## config.mk

```make
export PLATFORM = sky130hd
export DESIGN_NAME = bg_rom_arbiter
export DESIGN_NICKNAME = d
export VERILOG_FILES = /design/src/rtl/bg_rom_arbiter.sv
export SDC_FILE = /design/constraint.sdc
export NUM_CORES = 1
export LEC_CHECK = 0
export BUFFER_PORTS_ARGS = -buffer_cell sky130_fd_sc_hd__buf_2
export CORE_MARGIN = 4
export CORE_UTILIZATION = 45
export CTS_CLUSTER_DIAMETER = 30
export DETAILED_ROUTE_END_ITERATION = 12
export GPL_TIMING_DRIVEN = 0
export PLACE_DENSITY_LB_ADDON = 0.08
export SLEW_MARGIN = 25
export SYNTH_ARGS = -nofsm -noshare
export SYNTH_HDL_FRONTEND = slang
export SYNTH_SLANG_ARGS = --single-unit
```

## constraint.sdc

```tcl
create_clock -name clk -period 1 [get_ports clk]
set_input_delay 0.2 -clock clk [delete_from_list [all_inputs] [get_ports clk]]
set_output_delay 0.2 -clock clk [all_outputs]
set_load 0.02 [all_outputs]
```

## src/rtl/bg_rom_arbiter.sv

```systemverilog
// Shares the single-port background ROM between display scan-out and game-logic lookups.
// Optional grant/wait statistics are enabled by defining BG_ARB_STATS_EN.
module bg_rom_arbiter #(
  parameter int ROM_W  = 320,
  parameter int ROM_H  = 240,
  parameter int ADDR_W = 17,
  parameter int PIX_W  = 4
) (
  input  logic              clk,
  input  logic              rst_n,
  input  logic              de,
  input  logic [9:0]        hcount,
  input  logic [8:0]        vcount,
  output logic [PIX_W-1:0]  disp_pixel,
  output logic              disp_valid,
  input  logic              gl_req,
  input  logic [8:0]        gl_x,
  input  logic [7:0]        gl_y,
  output logic              gl_ack,
  output logic              gl_rvalid,
  output logic [PIX_W-1:0]  gl_rdata,
  output logic              gl_oob,
  output logic [ADDR_W-1:0] rom_addr,
  input  logic [PIX_W-1:0]  rom_data,
  output logic [15:0]       stat_gl_grants,
  output logic [15:0]       stat_gl_wait_max
);

  typedef enum logic [1:0] {S_IDLE, S_DISP, S_GL} state_t;

  // state_reg/oob_reg form the first tag stage; tag_*_reg the second.
  state_t state_reg;
  logic   oob_reg;
  state_t tag_owner_reg;
  logic   tag_oob_reg;

  logic              grant_gl;
  logic              gl_out_of_range;
  logic [ADDR_W-1:0] disp_addr;
  logic [ADDR_W-1:0] gl_addr;

  assign grant_gl        = gl_req && !de;
  assign gl_out_of_range = (int'(gl_x) >= ROM_W) || (int'(gl_y) >= ROM_H);
  assign disp_addr       = ADDR_W'(vcount >> 1) * ADDR_W'(ROM_W) + ADDR_W'(hcount >> 1);
  assign gl_addr         = ADDR_W'(gl_y) * ADDR_W'(ROM_W) + ADDR_W'(gl_x);

  always_ff @(posedge clk or negedge rst_n) begin
    if (!rst_n) begin
      state_reg     <= S_IDLE;
      oob_reg       <= 1'b0;
      tag_owner_reg <= S_IDLE;
      tag_oob_reg   <= 1'b0;
      rom_addr      <= '0;
      gl_ack        <= 1'b0;
      disp_valid    <= 1'b0;
      disp_pixel    <= '0;
      gl_rvalid     <= 1'b0;
      gl_rdata      <= '0;
      gl_oob        <= 1'b0;
    end else begin
      gl_ack  <= 1'b0;
      oob_reg <= 1'b0;
      if (de) begin
        state_reg <= S_DISP;
        rom_addr  <= disp_addr;
      end else if (gl_req) begin
        state_reg <= S_GL;
        gl_ack    <= 1'b1;
        oob_reg   <= gl_out_of_range;
        // Out-of-range lookups skip the ROM entirely and leave the address alone.
        if (!gl_out_of_range) begin
          rom_addr <= gl_addr;
        end
      end else begin
        state_reg <= S_IDLE;
      end

      tag_owner_reg <= state_reg;
      tag_oob_reg   <= oob_reg;

      disp_valid <= (tag_owner_reg == S_DISP);
      gl_rvalid  <= (tag_owner_reg == S_GL);
      gl_oob     <= (tag_owner_reg == S_GL) && tag_oob_reg;
      if (tag_owner_reg == S_DISP) begin
        disp_pixel <= rom_data;
      end
      if (tag_owner_reg == S_GL) begin
        gl_rdata <= tag_oob_reg ? '0 : rom_data;
      end
    end
  end

`ifdef BG_ARB_STATS_EN
  logic [15:0] grants_reg;
  logic [15:0] wait_reg;
  logic [15:0] wait_max_reg;
  logic [15:0] wait_next;

  // Wait length is tracked per request: cleared on grant or withdrawal.
  always_comb begin
    wait_next = wait_reg;
    if (grant_gl || !gl_req) begin
      wait_next = '0;
    end else if (wait_reg != 16'hFFFF) begin
      wait_next = wait_reg + 16'd1;
    end
  end

  always_ff @(posedge clk or negedge rst_n) begin
    if (!rst_n) begin
      grants_reg   <= '0;
      wait_reg     <= '0;
      wait_max_reg <= '0;
    end else begin
      if (grant_gl && grants_reg != 16'hFFFF) begin
        grants_reg <= grants_reg + 16'd1;
      end
      wait_reg <= wait_next;
      if (wait_next > wait_max_reg) begin
        wait_max_reg <= wait_next;
      end
    end
  end

  assign stat_gl_grants   = grants_reg;
  assign stat_gl_wait_max = wait_max_reg;
`else
  assign stat_gl_grants   = '0;
  assign stat_gl_wait_max = '0;
`endif

endmodule

```

==> flow_summary.json <==
{
  "drt_first_pass_iters": 4,
  "yosys-top-cells-area": "dfrtp_1, ha_1, buf_4",
  "start_util": 0.4639,
  "cp_top_family": "adder cells",
  "synthCells": 293,
  "drv_slew": 0,
  "clk_path_buf_depth": 2,
  "io_buffers": 70,
  "post-route-min-period_ns": 2.238,
  "cts_buffers": 5,
  "fin_util": 0.7654,
  "fp.dieArea_um2": 7417,
  "grt-ovfl-total": 0,
  "core-area_um2": 5921,
  "num_vias": 2524,
  "r2r-end": "disp_pixel[0]",
  "finalWorstSetupSlack_ns": -1.238,
  "ios": 105,
  "reg2reg_slack_ns": -0.02,
  "crit_required_ns": 1.22,
  "setup_viol": 46,
  "end_kind": "register",
  "dp_hpwl_um": 4908,
  "cts_tree": "yes",
  "drcViolationCount": 0,
  "rsz0062_at_grt": "true",
  "yosysMostFrequentCell": "dfrtp_1",
  "place_congestion": 0.7902,
  "via_per_inst": 4.920,
  "hold_class": "primary input to asynchronous set/reset pin",
  "finalCritPeriodShare": 2.238,
  "rr_worst_depth": 2,
  "clkSinkCount": 34,
  "clock_latency_ns": 0.28,
  "drtIter0Drc": 74,
  "r2r_start": "tag_owner_reg[1]",
  "diodes": 0,
  "status": "finished with violations",
  "max-vdd-ir-drop_uv": 1002,
  "violations": "negative hold slack, negative setup slack",
  "grt_pass1_vias": 2276,
  "root_buffer": "clkbuf_8",
  "preCtsSetupSlack_ns": -1.647,
  "hold_violations": 34,
  "synth_ff_type": "dfrtp_1",
  "die_w_um": 86.12,
  "final_nets": 515,
  "worst-slew-pin-transition_ns": 0.7430,
  "crit_chain": "buf_8 -> ha_4 -> ha_4 -> fa_2 -> nand3_2 -> a2111oi_4 -> o211ai_2 -> buf_4 -> nor2_4 -> and3_4 -> o221a_4",
  "powerDensity_nw_per_um2": 1314,
  "reg_top3": "rom_addr x17, disp_pixel x4, gl_rdata x4",
  "synth_top_area_frac": 0.3098,
  "worst_hold_slack_ns": -0.02733,
  "clkSlewWorstSetupHoldPaths_ns": 0.07,
  "area_growth_pct": 65.01,
  "ys_seq_area_frac": 0.3098,
  "antenna_found_initial": 0,
  "cp_common_cell": "ha_4",
  "cp.depth": 11,
  "ys_async_sr_fraction": 1.000,
  "grt_usage": 0.1724,
  "num_rows": 28,
  "synthTopCellsByCount": "dfrtp_1, buf_4, ha_1, nand2_1, o21ai_0",
  "crit_slowest_cell": "fa_2",
  "maxSlewHeadroom": 0.5047,
  "wire_per_inst_um": 13.66,
  "power.total_mw": 5.956,
  "ant_nets": 0,
  "regMostFlops": "rom_addr",
  "timing.fmax_mhz": 446.8,
  "h-tree-depth": 2,
  "yosysWarningCount": 0,
  "cp_data_arrival_time_ns": 2.46,
  "die_y_um": 86.12,
  "crit_path_start": "gl_y[1]",
  "synthDistinctLibCells": 51,
  "start_kind": "primary input",
  "fillers": 420,
  "crit_end": "rom_addr[16]",
  "clock_skew_ns": 0.009066,
  "slowest_delay_ns": 0.60,
  "leakage_nw": 2.166,
  "crit_path_max_fanout": 3,
  "yosys.area.top_type": "dfrtp_1",
  "critPathBufInv": 2,
  "grt_max_degree": 35,
  "syn_area_um2": 2746,
  "drive_gt1_frac": 0.5457,
  "synth_edf_count": 0,
  "maxCapViolCount": 0,
  "finalWirelength_um": 7008,
  "avgSynthCellArea_um2": 9.373,
  "path_class": "primary input to register",
  "synth-seq-cells": 34,
  "largest_reg_flops": 17,
  "grt_pass1_wl_um": 10410
}
[worst reg2reg max path, stage by stage, from the launching register on]
cell and delay, ns:
dfrtp_1 0.41, nand2b_4 0.20, mux2_4 0.31
[layer usage]
layer	global-route usage	part of all wire
met1	0.2206	0.40
met5	0	0
met4	0.03453	0.012
met3	0.03362	0.062
met2	0.3020	0.52
[through the flow]
step	std cells	instance area, um2	setup TNS [ns]
floorplan	324	3166	-9.258
global placement	469	3610	-13.81
detailed placement	469	3610	-14.03
CTS	499	4294	-7.750
global route	513	4532	-9.621
finish	513	4532	-7.996
[power by group]
| group | switching (mW) | internal [mW] | leakage (nW) |
|---|---|---|---|
| registers | 0.151 | 1.57 | 0.412 |
| clock network | 0.475 | 0.733 | 0.0579 |
| logic | 1.45 | 1.57 | 1.70 |
[how the worst min path moves through the flow]
stage / from / end / slack, ns / cells after the start
after global routing: rst_n / gl_rdata[2] / 0.03 / 1
final: rst_n / gl_rdata[2] / -0.03 / 1
after detailed placement: rst_n / gl_oob / 0.31 / 1
after CTS: rst_n / gl_oob / 0.003 / 1
after floorplan: rst_n / disp_pixel[0] / -0.1 / 0
after global placement: rst_n / disp_pixel[2] / 0.30 / 1
[cell families after synthesis]
group,after synthesis,synth area share
simple gates,73,0.1339
compound gates,71,0.1672
buf+inv,50,0.1180
fa+ha+maj,34,0.1658
flops,34,0.3098
xor+xnor,17,0.05422
mux,13,0.04966
other cells,1,0.001365
[repair_timing]
action,CTS,global route
gates resized for setup,108,37
setup buffers,21,16
cloned,2,0
setup endpoints to repair,52,53
pin swaps,36,15
hold buffers,0,0
[layout make-up]
| cell class | instances | area (um2) | area share |
|---|---|---|---|
| buffer | 36 | 285.3 | 0.06295 |
| clock buffer | 5 | 68.82 | 0.01518 |
| clock inverter | 3 | 40.04 | 0.008835 |
| inverter | 12 | 45.04 | 0.009939 |
| multi-input combinational | 240 | 2227 | 0.4914 |
| sequential | 34 | 850.8 | 0.1877 |
| tap | 75 | 93.84 | 0.02071 |
| timing repair buffer | 108 | 920.9 | 0.2032 |
[cells in the final DEF, fill, tap and decap left out, types with 4 or more instances in the layout]
cell type	n
clkbuf_8	6
fa_2	4
buf_8	7
inv_2	4
nand2_2	9
a21o_1	5
o21ai_2	8
ha_4	16
a21oi_1	7
nand2_1	19
ha_1	14
mux2i_1	8
buf_4	64
a21oi_2	5
dfrtp_1	34
nor2_1	13
nor2b_1	4
inv_1	8
xnor2_2	4
buf_6	39
o21ai_1	10
o21ai_0	11
mux2_4	5
conb_1	32
buf_2	32
xnor2_1	9
Power figures use the tool's default switching activity.
